==> src/rtl/dmem_req_queue.sv <==
// Data-memory request queue: strict FIFO between the core request port and the memory port.
// Optional same-cycle bypass on an empty queue is enabled by defining DMEM_REQ_QUEUE_BYPASS_EN.
module dmem_req_queue #(
    parameter int DATA_W = 32,
    parameter int ADDR_W = 32,
    parameter int DEPTH  = 4
) (
    input  logic                         clk,
    input  logic                         rst,
    input  logic                         flush,
    input  logic                         core_req_valid,
    output logic                         core_req_ready,
    input  logic [DATA_W-1:0]            core_req_wr_data,
    input  logic [ADDR_W-1:0]            core_req_address,
    input  logic                         core_req_wr_en,
    input  logic                         core_req_rd_en,
    input  logic [DATA_W/8-1:0]          core_req_byte_en,
    output logic                         mem_req_valid,
    input  logic                         mem_req_ready,
    output logic [DATA_W-1:0]            mem_req_wr_data,
    output logic [ADDR_W-1:0]            mem_req_address,
    output logic                         mem_req_wr_en,
    output logic                         mem_req_rd_en,
    output logic [DATA_W/8-1:0]          mem_req_byte_en,
    output logic [$clog2(DEPTH+1)-1:0]   count,
    output logic                         full,
    output logic                         empty,
    output logic                         err_illegal
);

    localparam int PTR_W   = $clog2(DEPTH);
    localparam int CNT_W   = $clog2(DEPTH + 1);
    localparam int BE_W    = DATA_W / 8;
    localparam int ENTRY_W = DATA_W + ADDR_W + 2 + BE_W;

    localparam logic [PTR_W-1:0] PTR_ZERO   = {PTR_W{1'b0}};
    localparam logic [PTR_W-1:0] PTR_ONE    = {{(PTR_W-1){1'b0}}, 1'b1};
    localparam logic [CNT_W-1:0] CNT_ZERO   = {CNT_W{1'b0}};
    localparam logic [CNT_W-1:0] CNT_ONE    = {{(CNT_W-1){1'b0}}, 1'b1};
    localparam logic [CNT_W-1:0] CNT_DEPTH  = CNT_W'(DEPTH);

    logic [ENTRY_W-1:0] mem_r [DEPTH];
    logic [PTR_W-1:0]   wr_ptr_r;
    logic [PTR_W-1:0]   rd_ptr_r;
    logic [CNT_W-1:0]   count_r;
    logic               err_illegal_r;

    logic               legal_s;
    logic               push_s;
    logic               pop_s;
    logic               store_s;
    logic               bypass_s;
    logic [ENTRY_W-1:0] core_entry_s;
    logic [ENTRY_W-1:0] head_s;

    assign core_entry_s = {core_req_wr_data, core_req_address, core_req_wr_en,
                           core_req_rd_en, core_req_byte_en};
    assign full         = (count_r == CNT_DEPTH);
    assign empty        = (count_r == CNT_ZERO);
    assign count        = count_r;
    assign err_illegal  = err_illegal_r;
    assign {mem_req_wr_data, mem_req_address, mem_req_wr_en,
            mem_req_rd_en, mem_req_byte_en} = head_s;

    // Handshake qualification, head selection and store decision.
    always_comb begin
        legal_s        = core_req_wr_en ^ core_req_rd_en;
        core_req_ready = !full && !flush;
        push_s         = core_req_valid && core_req_ready;
`ifdef DMEM_REQ_QUEUE_BYPASS_EN
        bypass_s       = empty && !flush && core_req_valid && legal_s;
`else
        bypass_s       = 1'b0;
`endif
        mem_req_valid  = (!empty && !flush) || bypass_s;
        if (bypass_s) begin
            head_s = core_entry_s;
        end else begin
            head_s = mem_r[rd_ptr_r];
        end
        pop_s          = !empty && !flush && mem_req_ready;
        // Illegal requests are consumed but never stored; a bypassed request taken by memory is not stored either.
        store_s        = push_s && legal_s && !(bypass_s && mem_req_ready);
    end

    // Entry storage; intentionally not reset.
    always_ff @(posedge clk) begin
        if (store_s) begin
            mem_r[wr_ptr_r] <= core_entry_s;
        end
    end

    // Pointers, occupancy and illegal-request pulse.
    always_ff @(posedge clk or posedge rst) begin
        if (rst) begin
            wr_ptr_r      <= PTR_ZERO;
            rd_ptr_r      <= PTR_ZERO;
            count_r       <= CNT_ZERO;
            err_illegal_r <= 1'b0;
        end else if (flush) begin
            wr_ptr_r      <= PTR_ZERO;
            rd_ptr_r      <= PTR_ZERO;
            count_r       <= CNT_ZERO;
            err_illegal_r <= 1'b0;
        end else begin
            if (store_s) begin
                wr_ptr_r <= wr_ptr_r + PTR_ONE;
            end
            if (pop_s) begin
                rd_ptr_r <= rd_ptr_r + PTR_ONE;
            end
            case ({store_s, pop_s})
                2'b10:   count_r <= count_r + CNT_ONE;
                2'b01:   count_r <= count_r - CNT_ONE;
                default: count_r <= count_r;
            endcase
            err_illegal_r <= push_s && !legal_s;
        end
    end

endmodule

==> config.mk <==
export PLATFORM = sky130hd
export DESIGN_NAME = dmem_req_queue
export DESIGN_NICKNAME = d
export VERILOG_FILES = /design/src/rtl/dmem_req_queue.sv
export SDC_FILE = /design/constraint.sdc
export NUM_CORES = 1
export LEC_CHECK = 0
export ABC_AREA = 1
export CAP_MARGIN = 20
export CORE_MARGIN = 5
export CORE_UTILIZATION = 30
export DETAILED_ROUTE_END_ITERATION = 10
export GPL_ROUTABILITY_DRIVEN = 0
export PLACE_DENSITY = 0.53
export SLEW_MARGIN = 10
export SYNTH_ARGS = -nofsm -noshare
export SYNTH_HDL_FRONTEND = slang
export SYNTH_SLANG_ARGS = --single-unit
==> constraint.sdc <==
create_clock -name clk -period 4.8 [get_ports clk]
set_clock_uncertainty 0.15 [all_clocks]
set_input_delay 0.96 -clock clk [delete_from_list [all_inputs] [get_ports clk]]
set_output_delay 0.96 -clock clk [all_outputs]
set_load 0.1 [all_outputs]
==> metrics.txt, run 1 <==
Worst-path clk slew roughly 60 ps; Clk pwr share a little under two fifths; WHS 421 ps; TritonCTS clock tree done; Critical Path RT around 3700 ps; final slew viol count 0; synthesized instance count approximately 750; Peak VDD IR between 0.2 and 0.25 mV; nets 989; Worst Setup Start Kind flip-flop; first-pass GRT wire length roughly 39000 um; Unique masters post-synth 25; grt ovf 0; Die Width between 200 and 250 um; Data arrival, critical path between 2000 and 3000 ps; multi-input logic area between 1500 and 2000 um2; DP HPWL 14000 um; synthesized net count 834; Iteration-0 DRC Markers 258; # setup viols final 0; static leakage power 4.67 nW; fmax between 200 and 300 MHz; crit-path max cell delay about 500 ps; Post-CTS Resized 0; CTS Sinks around 290; Row Count 69; Crit Path Class flip-flop to output port; pin count of the biggest net entering global routing roughly 140; Tmin final about 3700 ps; most common cell after layout, fill and taps aside edfxtp_1; final hold violations 0; Area Growth Syn to Fin 26.1%; Power Internal ~4.2 mW; Synth Cell Area ~11000 um2; most frequent cells in the layout edfxtp_1 (280), nor2_1 (144), o21ai_0 (124); average wire per cell in the routed design approximately 18 um; crit path max fanout a little under 60; FF-to-FF path depth 5; final WL about 25000 um; Skew-Pair Late Insertion Delay around 540 ps; Synthesis Warnings 0; I/O Pins 153; DRC Markers 0; async set or reset register ratio after synthesis 2.78%; Switching Share between 20% and 30%; CP Capture Type output port; Comb power frac between 10% and 20%; via count roughly 6500; worst r2r src count[0]$_DFFE_PP0P_; prevailing post-synth register cell edfxtp_1; Seq cells post-synth 288; Die H between 200 and 250 um; Slew @ Worst Pin about 970 ps; number of port buffers roughly 150; Antenna diodes 0; ANT nets after route 0; Cell Chain, Critical Path inv_4, buf_12, o21ai_0, o22ai_1, buf_4; status finished, final reports clean; max_cap viols 0; Inserted Clock Buffers 31; Total Routing Usage GR between 10% and 20%; Pre-antenna DRT Iters 4; Fillers roughly 3400; register area between 8000 and 9000 um2; crit path max-delay cell type dfrtp_4; Flop pwr share around half; Reg2Reg Setup Slack between 2000 and 2500 ps; H-tree depth 1; Hold Crit Class flip-flop to flip-flop; vias per cell 4.67; initial antenna violation count 1; max_slew headroom 34.8%; Critical R2R Capture mem_r[0][31]$_DFFE_PP_; vias in the first global route about 6600; Post-synth EDFFs 280; sequential fraction of the synthesis area about 79%; fin crit share around 77%; Hold Buf Count CTS 0; Starting Density 30.5%; die area 40300 um2; P per Cell Area roughly 410 nW/um2; layout cells sized above 1 roughly 15%; Net Sw Power about 1.5 mW; syn_area_per_cell approximately 14 um2; core area between 30000 and 40000 um2; Post-CTS Setup Inserts 0; Hold Crit Depth 2; RSZ-0062 raised after global routing false; Total Power around 5.7 mW; clk root buf clkbuf_16; hold endpoint count[1]$_DFFE_PP0P_; HP Start count[1]$_DFFE_PP0P_; Max Root-Sink Buffers 3
power by group through the flow:
stage	Combinational (mW)	Clock, mW	Sequential (mW)
6_report	0.760	2.14	2.80
5_1_grt	0.800	2.32	2.80
4_1_cts	0.772	2.21	2.80
3_3_place_gp	0.769	0	2.85
2_1_floorplan	0.526	0	2.86
3_5_place_dp	0.770	0	2.85
cells in the mapped netlist (2+ instances only):
| master | count | area, um2 |
|---|---|---|
| edfxtp_1 | 280 | 8410 |
| nor2_1 | 148 | 556 |
| o21ai_0 | 124 | 621 |
| o22ai_1 | 70 | 438 |
| clkbuf_1 | 25 | 93.8 |
| nand2_1 | 22 | 82.6 |
| o21ai_1 | 20 | 100 |
| inv_1 | 19 | 71.3 |
| buf_6 | 10 | 113 |
| dfrtp_1 | 8 | 200 |
| buf_2 | 7 | 35.0 |
| ha_1 | 4 | 50.1 |
| nor2_4 | 3 | 33.8 |
| a21oi_2 | 2 | 17.5 |
| inv_2 | 2 | 7.51 |
state kept, by name, indices dropped and copies added (netlist names):
name         count
rd_ptr_r         2
err_illegal      1
count            3
wr_ptr_r         2
mem_r          280
kinds of logic after synthesis:
| logic type | Yosys count | share of synthesized area [%] |
|---|---|---|
| DFF | 288 | 78.9 |
| AOI/OAI and AO/OA | 217 | 10.8 |
| and+or+nand+nor | 177 | 6.47 |
| buffers and inverters | 66 | 3.11 |
| adders and majority gates | 5 | 0.642 |
| xor gates and xnor gates | 1 | 0.0803 |
worst max-delay path, delay by kind of cell, from the launching register on:
family          cells  cell delay [ps]
compound gates      2              400
flops               1              500
buf+inv             3             1060
cell type report:
class / instances / area share [%]
clock buffers: 40 / 5.88
flip-flops and latches: 288 / 62.6
well taps: 461 / 4.19
repair buffers: 166 / 11.5
inverters: 22 / 0.618
clock inverters: 13 / 0.700
multi-input cells: 400 / 14.5
how the worst max path moves through the flow:
stage	start	end	slack [ps]
6_report	rd_ptr_r[0]$_DFFE_PP0P_	mem_req_wr_data[1]	1120
5_1_grt	rd_ptr_r[0]$_DFFE_PP0P_	mem_req_wr_data[1]	930
4_1_cts	rd_ptr_r[1]$_DFFE_PP0P_	mem_req_byte_en[2]	1050
3_5_place_dp	core_req_rd_en	mem_r[0][31]$_DFFE_PP_	1400
3_3_place_gp	core_req_wr_en	mem_r[0][35]$_DFFE_PP_	1410
2_1_floorplan	count[1]$_DFFE_PP0P_	mem_r[0][0]$_DFFE_PP_	-240
layer usage:
layer,routed length [um],vias to the layer above,global-route usage [%]
li1,-,3121,-
met4,484,0,2.85
met3,1160,37,2.37
met2,12000,148,20.0
met1,11500,3188,16.4
met5,0,-,0
through the flow:
stage	TNS [ps]	util, %	area (um2)	cells	setup slack, ps
after floorplan	-67840	-	10900	754	-242
after global placement	0	36.0	12900	1337	1410
after detailed placement	0	36.0	12900	1337	1400
after CTS	0	38.5	13800	1390	1050
after global routing	0	38.5	13800	1390	933
final	0	38.5	13800	1390	1120
Power figures use the tool's default switching activity.
==> inputs of run 2 (changes only) <==
Clock period 4.8 ns to 3.56 ns, I/O delays scaled along.
==> metrics.txt, run 2 (same netlist as run 1, synthesis figures left out) <==
average wire per cell in the routed design 17.8 um (was 18.1 um); most common cell after layout, fill and taps aside edfxtp_1 (unchanged); Clk pwr share 36.9% (was 37.5%); H-tree depth 1 (unchanged); Post-CTS Resized 0 (unchanged); Critical Path RT 2700 ps (was 3690 ps); CP Capture Type output port (unchanged); Max Root-Sink Buffers 3 (unchanged); Post-Place Setup Slack 658 ps (was 1400 ps); Pre-antenna DRT Iters 4 (unchanged); Switching Share 26.3% (was 26.2%); Fillers 3282 (was 3394); die area 40300 um2 (unchanged); Die Width 201 um (unchanged); via count 6425 (was 6494); FF-to-FF path depth 12 (was 5); ANT nets after route 0 (unchanged); Area after DPL 13800 um2 (was 12900 um2); Reg2Reg Setup Slack 1460 ps (was 2490 ps); Antenna diodes 0 (unchanged); Setup crit start rd_ptr_r[1]$_DFFE_PP0P_ (was rd_ptr_r[0]$_DFFE_PP0P_); # setup viols final 0 (unchanged); final hold violations 0 (unchanged); Biggest register mem_r (unchanged); Critical R2R Capture count[2]$_DFFE_PP0P_ (was mem_r[0][31]$_DFFE_PP_); Skew-Pair Late Insertion Delay 540 ps (about the same); Hold Buf Count CTS 0 (unchanged); post-route core utilization 41.1% (was 38.5%); Tmin final 3300 ps; layout cells sized above 1 16.5% (was 15.4%); post-route insts no fill 1397 (was 1390); crit path max fanout 70 (was 58); nets 992 (was 989); Flop pwr share 47.7% (was 49.1%); TritonCTS clock tree done (unchanged); Data arrival, critical path 2440 ps (was 2570 ps); Die H 201 um (unchanged); Total Routing Usage GR 12.0% (about the same); worst setup path endpoint mem_req_wr_data[3] (was mem_req_wr_data[1]); Worst-path clk slew 60 ps (about the same); status finished, final reports clean (unchanged); number of port buffers 152 (unchanged); Iteration-0 DRC Markers 386 (was 258); final slew viol count 0 (unchanged); Largest register FFs 280 (unchanged); Row Count 69 (unchanged); I/O Pins 153 (unchanged); Post-CTS Setup Inserts 0 (unchanged); max_slew headroom 35.2% (was 34.8%); Final Worst Setup Slack 260 ps (was 1120 ps); Power Internal 5.84 mW (was 4.20 mW); placed insts 1340 (was 1337); Total Power 7.92 mW (was 5.70 mW); Hold Crit Class input pin to async pin (was flip-flop to flip-flop); pin count of the biggest net entering global routing 142 (unchanged); DP HPWL 14600 um (was 14000 um); Starting Density 30.5% (unchanged); core area 35700 um2 (unchanged); worst r2r src count[0]$_DFFE_PP0P_ (unchanged); Crit Path Class flip-flop to output port (unchanged); DRC Markers 0 (unchanged); CTS Sinks 288 (unchanged); most frequent cells in the layout edfxtp_1 (280), nor2_1 (143), o21ai_0 (124) (was edfxtp_1 (280), nor2_1 (144), o21ai_0 (124)); Peak VDD IR 0.385 mV (was 0.250 mV); vias in the first global route 6497 (was 6583); Area Growth Syn to Fin 34.7% (was 26.1%); Worst Setup Start Kind flip-flop (unchanged); grt ovf 0 (unchanged); RSZ-0062 raised after global routing false (unchanged); Inserted Clock Buffers 31 (unchanged); P per Cell Area 538 nW/um2 (was 414 nW/um2); fmax 303 MHz; Comb power frac 15.5% (was 13.4%); static leakage power 5.04 nW (was 4.67 nW); fin crit share between 90 and 100%; initial antenna violation count 0 (was 1); first-pass GRT wire length 38500 um (was 38800 um); post-route cell area 14700 um2 (was 13800 um2); max_cap viols 0 (unchanged); Net Sw Power 2.08 mW (was 1.49 mW); final WL 24900 um (was 25100 um); clk root buf clkbuf_16 (unchanged); vias per cell 4.60 (was 4.67); Slew @ Worst Pin 968 ps (was 974 ps)
[run 2: cell type report]
class,instances,area [um2],share of cell area (%)
clock buffer,38,802,5.45
clock inverter,19,134,0.910
inverter,22,85.1,0.579
multi-input combinational,400,2000,13.6
sequential,288,8610,58.6
tap,461,577,3.92
timing repair buffer,169,2490,17.0
[run 2: how the worst min path moves through the flow]
stage | start | to | slack (ps)
after global placement | count[1]$_DFFE_PP0P_ | count[1]$_DFFE_PP0P_ | 420
final | rst | err_illegal$_DFF_PP0_ | 290
after CTS | rst | err_illegal$_DFF_PP0_ | 280
after detailed placement | count[1]$_DFFE_PP0P_ | count[1]$_DFFE_PP0P_ | 430
after floorplan | rst | count[0]$_DFFE_PP0P_ | 380
after global routing | rst | err_illegal$_DFF_PP0_ | 310
[run 2: power groups by stage]
stage,Sequential (mW),Combinational [mW],Clock [mW]
5_1_grt,3.77,1.28,3.18
3_3_place_gp,3.84,1.23,0
3_5_place_dp,3.84,1.24,0
6_report,3.77,1.22,2.92
2_1_floorplan,3.86,0.710,0
4_1_cts,3.77,1.24,3.01
[run 2: critical path, cell delays in order (launching register included)]
cell     delay, ps
dfrtp_2        370
buf_4          590
o21ai_0        200
o22ai_1        410
buf_12         230
[run 2: metrics by stage]
stage / hold WS [ps] / setup TNS, ps
after floorplan: 378 / -99340
after global placement: 423 / 0
after detailed placement: 429 / 0
after CTS: 278 / 0
after global routing: 315 / 0
final: 291 / 0
[run 2: metal layers]
layer / share of wire, % / up-vias / track usage [%]
met1: 46 / 3101 / 16.5
met2: 48 / 155 / 20.0
met5: 0 / - / 0
met4: 1.7 / 0 / 2.43
li1: - / 3134 / -
met3: 4.9 / 35 / 2.42
